===== src/rtl/scatter_arb_pkg.sv =====
// Shared definitions for the DMA scatter-path arbiters.
//   - Default DMA field widths.
//   - Header field offsets. The header layout is {addr, aux_len, byte_len},
//     with byte_len in the LSBs.
//   - The FSM state type.
//   - calc_beats: converts a byte length into a data-beat count.
package scatter_arb_pkg;

    localparam int DMA_LENGTH_WIDTH = 32;
    localparam int DMA_ADDR_WIDTH   = 64;
    localparam int DMA_DATA_WIDTH   = 256;

    localparam int BYTE_LEN_LSB = 0;
    localparam int AUX_LEN_LSB  = DMA_LENGTH_WIDTH;
    localparam int ADDR_LSB     = 2 * DMA_LENGTH_WIDTH;

    localparam int unsigned BEAT_BYTES_LOG = $clog2(DMA_DATA_WIDTH / 8);

    typedef enum logic {
        IDLE = 1'b0,
        DATA = 1'b1
    } state_t;

    // ceil(byte_len / 2**beat_log).
    // Computed as a shift, plus a carry when any of the dropped low bits are set.
    // The shift never overflows, so 0xFFFF_FFFF on a 32-byte beat yields
    // 0x0800_0000.
    function automatic logic [63:0] calc_beats(input logic [63:0] byte_len,
                                               input int unsigned beat_log = BEAT_BYTES_LOG);
        logic [63:0] low_mask;
        low_mask = (64'd1 << beat_log) - 64'd1;
        return (byte_len >> beat_log) + {63'd0, |(byte_len & low_mask)};
    endfunction

endpackage


===== src/rtl/scatter_rr_picker.sv =====
// Combinational round-robin picker, usable by any of the shared-DMA arbiters.
//   req      : request vector, one bit per requester
//   ptr      : index with the highest priority; the search wraps modulo NUM_REQ
//   gnt_idx  : index of the winning requester (0 when gnt_vld is low)
//   gnt_vld  : at least one request is set
// ptr must be below NUM_REQ.
module scatter_rr_picker #(
    parameter int NUM_REQ   = 2,
    parameter int IDX_WIDTH = (NUM_REQ > 1) ? $clog2(NUM_REQ) : 1
) (
    input  logic [NUM_REQ-1:0]   req,
    input  logic [IDX_WIDTH-1:0] ptr,
    output logic [IDX_WIDTH-1:0] gnt_idx,
    output logic                 gnt_vld
);

    int cand;

    // Walk the offsets from farthest to nearest, so the request closest to ptr
    // is the last one assigned and therefore wins.
    always_comb begin
        gnt_idx = '0;
        gnt_vld = 1'b0;
        cand    = 0;
        for (int off = NUM_REQ - 1; off >= 0; off--) begin
            cand = int'(ptr) + off;
            if (cand >= NUM_REQ) begin
                cand = cand - NUM_REQ;
            end
            if (req[cand]) begin
                gnt_idx = IDX_WIDTH'(cand);
                gnt_vld = 1'b1;
            end
        end
    end

endmodule


===== src/rtl/scatter_arbiter.sv =====
// Shares the DMA scatter path (request FIFO plus data FIFO) among NUM_REQ
// receive-side producers. A granted producer keeps the path until its header
// and every data beat implied by the header's byte_len have been written.
//
// Ports:
//   clk, rst                 : clock; asynchronous active-low reset
//   in_req_valid/_head/_ready: per-producer header handshake; the header is
//                              {addr, aux_len, byte_len}
//   in_data_valid/in_data/in_data_ready : per-producer data beat handshake
//   scatter_req_wen/_din     : registered write port of the request FIFO
//   scatter_req_prog_full    : the request FIFO cannot take another header
//   scatter_data_wen/_din    : registered write port of the data FIFO
//   scatter_data_prog_full   : the data FIFO cannot take another beat
//
// state | meaning
// ------+------------------------------------------------------------------
// IDLE  | arbitrate headers; no data beat is accepted
// DATA  | forward beats from grant_idx until beats_left reaches 0
module scatter_arbiter
    import scatter_arb_pkg::*;
#(
    parameter int NUM_REQ    = 2,
    parameter int LEN_WIDTH  = DMA_LENGTH_WIDTH,
    parameter int ADDR_WIDTH = DMA_ADDR_WIDTH,
    parameter int DATA_WIDTH = DMA_DATA_WIDTH
) (
    input  logic                                      clk,
    input  logic                                      rst,
    input  logic [NUM_REQ-1:0]                        in_req_valid,
    input  logic [NUM_REQ*(2*LEN_WIDTH+ADDR_WIDTH)-1:0] in_req_head,
    output logic [NUM_REQ-1:0]                        in_req_ready,
    input  logic [NUM_REQ-1:0]                        in_data_valid,
    input  logic [NUM_REQ*DATA_WIDTH-1:0]             in_data,
    output logic [NUM_REQ-1:0]                        in_data_ready,
    output logic                                      scatter_req_wen,
    output logic [2*LEN_WIDTH+ADDR_WIDTH-1:0]         scatter_req_din,
    input  logic                                      scatter_req_prog_full,
    output logic                                      scatter_data_wen,
    output logic [DATA_WIDTH-1:0]                     scatter_data_din,
    input  logic                                      scatter_data_prog_full
);

    localparam int          HEAD_WIDTH = 2 * LEN_WIDTH + ADDR_WIDTH;
    localparam int          IDX_WIDTH  = (NUM_REQ > 1) ? $clog2(NUM_REQ) : 1;
    localparam int unsigned BEAT_LOG   = $clog2(DATA_WIDTH / 8);

    state_t                 state, state_nxt;
    logic [IDX_WIDTH-1:0]   grant_idx, grant_idx_nxt;
    logic [IDX_WIDTH-1:0]   rr_ptr, rr_ptr_nxt;
    logic [LEN_WIDTH-1:0]   beats_left, beats_left_nxt;

    logic [IDX_WIDTH-1:0]   pick_idx;
    logic                   pick_vld;
    logic [HEAD_WIDTH-1:0]  pick_head;
    logic [LEN_WIDTH-1:0]   head_beats;
    logic [DATA_WIDTH-1:0]  grant_data;
    logic                   req_accept;
    logic                   data_open;
    logic                   data_accept;

    scatter_rr_picker #(
        .NUM_REQ   (NUM_REQ),
        .IDX_WIDTH (IDX_WIDTH)
    ) u_picker (
        .req     (in_req_valid),
        .ptr     (rr_ptr),
        .gnt_idx (pick_idx),
        .gnt_vld (pick_vld)
    );

    assign pick_head  = in_req_head[pick_idx*HEAD_WIDTH +: HEAD_WIDTH];
    assign head_beats = LEN_WIDTH'(calc_beats(64'(pick_head[BYTE_LEN_LSB +: LEN_WIDTH]), BEAT_LOG));
    assign grant_data = in_data[grant_idx*DATA_WIDTH +: DATA_WIDTH];

    // prog_full is sampled in the acceptance cycle. The FIFOs must therefore
    // leave slack for the write that lands one cycle later.
    assign req_accept  = (state == IDLE) && pick_vld && !scatter_req_prog_full;
    assign data_open   = (state == DATA) && !scatter_data_prog_full;
    assign data_accept = data_open && in_data_valid[grant_idx];

    always_comb begin
        in_req_ready  = '0;
        in_data_ready = '0;
        if (req_accept) begin
            in_req_ready[pick_idx] = 1'b1;
        end
        if (data_open) begin
            in_data_ready[grant_idx] = 1'b1;
        end
    end

    always_comb begin
        state_nxt      = state;
        grant_idx_nxt  = grant_idx;
        rr_ptr_nxt     = rr_ptr;
        beats_left_nxt = beats_left;
        case (state)
            IDLE: begin
                if (req_accept) begin
                    grant_idx_nxt = pick_idx;
                    rr_ptr_nxt    = (pick_idx == IDX_WIDTH'(NUM_REQ - 1)) ? '0 : pick_idx + 1'b1;
                    // A zero-length header is header-only, so the FSM stays in IDLE.
                    if (head_beats != '0) begin
                        beats_left_nxt = head_beats;
                        state_nxt      = DATA;
                    end
                end
            end
            DATA: begin
                if (data_accept) begin
                    beats_left_nxt = beats_left - 1'b1;
                    if (beats_left == LEN_WIDTH'(1)) begin
                        state_nxt = IDLE;
                    end
                end
            end
            default: state_nxt = IDLE;
        endcase
    end

    always_ff @(posedge clk or negedge rst) begin
        if (!rst) begin
            state            <= IDLE;
            grant_idx        <= '0;
            rr_ptr           <= '0;
            beats_left       <= '0;
            scatter_req_wen  <= 1'b0;
            scatter_req_din  <= '0;
            scatter_data_wen <= 1'b0;
            scatter_data_din <= '0;
        end else begin
            state            <= state_nxt;
            grant_idx        <= grant_idx_nxt;
            rr_ptr           <= rr_ptr_nxt;
            beats_left       <= beats_left_nxt;
            scatter_req_wen  <= req_accept;
            scatter_data_wen <= data_accept;
            if (req_accept) begin
                scatter_req_din <= pick_head;
            end
            if (data_accept) begin
                scatter_data_din <= grant_data;
            end
        end
    end

endmodule


===== config.mk =====
export PLATFORM = sky130hd
export DESIGN_NAME = scatter_arbiter
export DESIGN_NICKNAME = d
export VERILOG_FILES = /design/src/rtl/scatter_arb_pkg.sv /design/src/rtl/scatter_rr_picker.sv /design/src/rtl/scatter_arbiter.sv
export SDC_FILE = /design/constraint.sdc
export NUM_CORES = 1
export LEC_CHECK = 0
export ABC_AREA = 1
export CORE_AREA = 2 2 450 452
export CTS_BUF_LIST = sky130_fd_sc_hd__clkbuf_8
export CTS_CLUSTER_DIAMETER = 200
export DETAILED_ROUTE_END_ITERATION = 8
export DIE_AREA = 0 0 452 454
export PLACE_DENSITY = 0.38
export SLEW_MARGIN = 10
export SYNTH_ARGS = -nofsm -noshare
export SYNTH_HDL_FRONTEND = slang
export SYNTH_SLANG_ARGS = --single-unit
export TNS_END_PERCENT = 100

===== constraint.sdc =====
create_clock -name clk -period 10 [get_ports clk]
set_input_delay 2 -clock clk [delete_from_list [all_inputs] [get_ports clk]]
set_output_delay 2 -clock clk [all_outputs]
set_load 0.05 [all_outputs]

Word-level counts from Yosys, hierarchy flattened

Index checks and enable logic that the tools add are counted.

Register bits: 421
Output and inout bits: 390
Word-level logic and storage cells: 71

$add $sub $neg: 6
Order comparisons: 8
Equal/unequal tests: 4
Shift-type cells: 2
Mux-type cells: 30
Bitwise gates (word level): 1
Reduce and logical (&&, ||, !) cells: 12

Operators by type and width:

| operator                | count |
|---|---|
| $shiftx A512 B10 Y256   | 1 |
| $shiftx A256 B9 Y128    | 1 |
| $mux W32                | 5 |
| $lt A32 B3 Y1 const B   | 2 |
| $pmux W32 S2            | 1 |
| $eq A32 B1 Y1 const B   | 1 |
| $ge A32 B3 Y1 const B   | 1 |
| $reduce_bool A32 Y1     | 1 |
| $sub A32 B1 Y32 const B | 1 |
| $sub A32 B3 Y32 const B | 1 |
| $add A27 B1 Y28         | 1 |
| $mux W1                 | 19 |
| $logic_and A1 B1 Y1     | 6 |
| $reduce_or A5 Y1        | 1 |
| $lt A1 B2 Y1 const B    | 2 |
| $mux W2                 | 2 |
| $ne A2 B1 Y1 const B    | 2 |
| $reduce_and A3 Y1       | 1 |
| $sub A1 B2 Y3 const B   | 1 |
| $add A1 B1 Y2 const B   | 1 |
| $demux W1 S1            | 2 |
| $ge A1 B1 Y1 const B    | 2 |
| $ge A1 B2 Y1 const B    | 1 |
| $logic_not A1 Y1        | 2 |
| 5 further kinds         | 5 |

Longest topological paths before layout

Depth in word-level cells: 15
Gate-level depth with buffers: 29
Mapped depth without buffers: 26

By module

From an unflattened synthesis, not the netlist that was laid out.

Cell total of the unflattened synthesis: 2,786
Area, all modules: 20,737.4 um^2

Modules (own cells, without submodules):

| module            | instances | cells each | area an instance (um^2) |
|---|---|---|---|
| scatter_arbiter   | 1         | 2,782      | 20,718.6 |
| scatter_rr_picker | 1         | 4          | 18.8 |

Worst setup path after synthesis

Ideal clock, no wire load.

Kind: input port to output port
Start point: in in_req_valid[1]
End point: out in_req_ready[1]
Arrival time: 3.454 ns
Path slack: 4.546 ns
Stages: 6
Path through: buf_4 -> nand2_4 -> buf_6 -> buf_2 -> nor2_1 -> clkbuf_1

Longest elaborated chain between the ends: 10
Elaborated cells on any way between the ends: 18

RTL lines:

| what                                                               | RTL line                | RTL |
|---|---|---|
| start: declaration                                                 | scatter_arbiter.sv:29   | `input logic [NUM_REQ-1:0] in_req_valid,` |
| $mux W1 (not written as such) (3 in series)                        | scatter_rr_picker.sv:30 | `if (req[cand]) begin` |
| $mux W1 (2 in series)                                              | scatter_rr_picker.sv:30 |  |
| $lt A1 B2 Y1 (not written as such) or $ge A1 B1 Y1 (tied branches) | scatter_arbiter.sv:85   | `in_req_ready[pick_idx] = 1'b1;` |
| $logic_and A1 B1 Y1 (not written as such)                          | scatter_arbiter.sv:85   |  |
| $mux W1 (not written as such)                                      | scatter_arbiter.sv:85   |  |
| $demux W1 S1                                                       | scatter_arbiter.sv:85   |  |
| $mux W2 *                                                          | scatter_arbiter.sv:84   | `if (req_accept) begin` |
| end: declaration                                                   | scatter_arbiter.sv:31   | `output logic [NUM_REQ-1:0] in_req_ready,` |

Mark *: on every way between the ends. The rest lies on a longest branch, timed or not. The select of a mux whose other input is x is not followed.

Worst setup path in the final report

Start point: in in_req_valid[0]
End point: out in_req_ready[1]

Same word-level chain as after synthesis.

==> out/qor.yml <==
outcome:
  status: "finished, final reports clean"
power:
  leakagePower_uw: 0.0152
  max-vdd-ir-drop_uv: 154
  p_per_area_nw_per_um2: 272
yosys:
  synth.most_common_cell: "nand2_1"
  syn_area_per_cell_sq_um: 7.52
  synth_top_area_share_pct: 50.8
  synth_cell_types: 34
  synthAdderAreaFrac_pct: 0.241
  synth_xor_area_share_pct: 1.14
  syn_inst: 2757
  synth_area_sq_um: 20700
  synth_top_cell_by_area: "dfrtp_1"
  synth-edff-count: 0
  synth_top_family_by_area: "simple AND/OR/NAND/NOR gates"
  synth.area.top_cells: "dfrtp_1 (51%), nand2_1 (20%), a31oi_1 (8.0%)"
  synth_common_cells: "nand2_1 (1116), dfrtp_1 (421), nor2_1 (357), a31oi_1 (264), nand3_1 (185)"
  yosys_warnings: 0
  synth_flop_cell: "dfrtp_1"
  async_flop_share_pct: 100
  synth_simple_gate_area_share_pct: 33.2
  synth-compound-area-share_pct: 9.82
  yosysSeqAreaShare_pct: 50.8
  synth.area.mux_share_pct: 0.145
  synth_nets: 3537
  ys_seq_elements: 421
sta:
  finalClockSkew_ps: 52.1
  hold_viol_final: 0
  setup_tns_ps: 0
  whs_ps: 487
  setup_slack_ps: 2990
  rsz0062_at_grt: "no"
  fin_crit_ps: 7010
  worst_slew_pin_slew_ps: 1200
  period_share_pct: 70.1
  fmax_ghz: 0.143
  finalSetupViolations: 0
  relSlewSlack_pct: 19.5
  slew_violations: 0
setup_path:
  crit_path_end_kind: "primary output"
  critPathBufInv: 2
  worstPathArrival_ps: 5010
  start_kind: "primary input"
  cpLargestDelayFamily: "simple AND/OR/NAND/NOR gates"
  slowest_delay_ps: 950
  cp.required_ps: 8000
  slowest_stage: "clkdlybuf4s50_1"
  crit_type: "in2out"
  crit_chain: "clkdlybuf4s50_1 > nand2_4 > nand2_4 > nor2_4 > clkdlybuf4s50_1"
  crit_fanout: 54
layout:
  drive_above_1_share_pct: 4.81
  stdcell_count: 6619
  final_nets: 4645
  syn_to_final_growth_pct: 79.1
  fillerInstances: 22800
route:
  drc: 0
  drt_iter0_drc: 1688
  num_vias: 24100
  finalWirelength_microns: 173000
  viasPerCell: 3.65
  route.antenna.remaining_nets: 0
  wl_per_cell_microns: 26.1
  first_pass_iters: 6
clock_network:
  post-cts-setup-buffers: 0
  cts_hold_buf: 0
  cts_tree: "done"
  clock-sinks: 421
  cts.clk_slew.worst_paths_ps: 60
  cts_root_buffer: "clkbuf_8"
  numCtsBuffers: 93
  clock_path_buffers: 3
  insertion_delay_ps: 840
  cts_resized: 0
  htreeDepth: 3
place:
  place_ws_ps: 2450
  dp_cells: 6442
  dpl.hpwl_microns: 143000
  globalplace.congestion: 0.869
  portBuffers: 1165
global_route:
  grtUsageTotal_pct: 16.3
  grt_overflow: 0
  grt_max_degree: 192
  grt_pass1_vias: 24500
  grt_pass1_wl_microns: 226000
  antenna_found_initial: 31
floorplanning:
  die_h_microns: 454
  die_area_sq_um: 205000
  start_util_pct: 10.3
  fp.coreArea_sq_um: 201000
  die-width_microns: 452
  rows: 165
  io_pins: 1166
min_path:
  hold_class: "reg2reg"
run:
  cap_violations: 0
## flip-flops by register name, summed over array words and instances (netlist names)
register,flops
state,1
beats_left,32
scatter_req_din,128
scatter_data_wen,1
scatter_data_din,256
rr_ptr,1
grant_idx,1
scatter_req_wen,1
## power breakdown
part	total [uW]	internal (uW)	switching (uW)	leakage, uW
sequential	2700	2260	436	0.00498
clock	1990	1040	948	0.00106
combinational	5440	1600	3830	0.00919
## cells by family (layout without fill, tap and decap cells)
family	Yosys count	count (layout)
buffers and inverters	243	1417
AND/OR/NAND/NOR	1719	1719
XOR/XNOR	27	27
adder cells (fa/ha/maj)	4	4
AO/OA/AOI/OAI	340	340
flip-flops	421	421
other	0	16
multiplexers	3	3
## per-stage QoR
| step | power [uW] | instance area, sq um | utilization [%] |
|---|---|---|---|
| 5_1_grt | 10700 | 37100 | 18.5 |
| 4_1_cts | 10400 | 37100 | 18.5 |
| 3_5_place_dp | 8290 | 35300 | 17.6 |
| 2_1_floorplan | 5550 | 20700 | - |
| 3_3_place_gp | 8300 | 35300 | 17.6 |
| 6_report | 10100 | 37200 | 18.5 |
## layout make-up
type,count,area [sq um],share of cell area [%]
repair buffers,1192,11900,32.1
flip-flops and latches,421,10500,28.4
multi-input cells,2093,9270,25.0
well taps,2672,3340,9.00
clock buffers,106,1460,3.93
clock inverters,55,335,0.903
inverters,64,248,0.667
diodes,16,40.0,0.108
## worst paths after layout
kind / from / to / slack [ps] / depth (start not counted)
worst max register to register: rr_ptr$_DFFE_PN0P_ / beats_left[7]$_DFFE_PN0P_ / 4570 / 25
worst min register to register: scatter_req_din[20]$_DFFE_PN0P_ / scatter_req_din[20]$_DFFE_PN0P_ / 490 / 2
max in group asynchronous: rst / scatter_data_din[14]$_DFFE_PN0P_ / 6980 / 3
min in group asynchronous: rst / scatter_req_din[122]$_DFFE_PN0P_ / 1170 / 1
worst min-delay path: scatter_req_din[20]$_DFFE_PN0P_ / scatter_req_din[20]$_DFFE_PN0P_ / 490 / 2
worst max-delay path: in_req_valid[0] / in_req_ready[1] / 2990 / 5
## routing by layer
layer,vias up,track usage [%],wire length [microns]
met2,796,28.5,87100
met3,160,6.11,16100
li1,11200,-,-
met4,24,3.33,2800
met5,-,0,161
met1,11900,18.8,66700
## cells in the final DEF (no fill, tap or decap), drive strengths merged
| cell | n |
|---|---|
| o21ai | 61 |
| nor4 | 2 |
| o31ai | 1 |
| nor2 | 363 |
| xor2 | 20 |
| nand4 | 11 |
| xnor2 | 7 |
| buf | 34 |
| and3 | 1 |
| clkdlybuf4s50 | 1158 |
| clkinvlp | 2 |
| inv | 102 |
| nor3 | 7 |
| mux2i | 3 |
| ha | 4 |
| diode | 16 |
| nor3b | 2 |
| a31oi | 264 |
| a21oi | 13 |
| nand3 | 188 |
| nand2 | 1121 |
| or2 | 5 |
| nand3b | 19 |
| clkbuf | 106 |
| clkinv | 12 |
| bufinv | 3 |
| a21o | 1 |
| dfrtp | 421 |
## worst min-delay path, stage by stage, from the launching register on
cell and delay (ps):
dfrtp_1 340, nand2_1 50, o21ai_0 60
No activity file was read; power rests on OpenSTA's default activity.
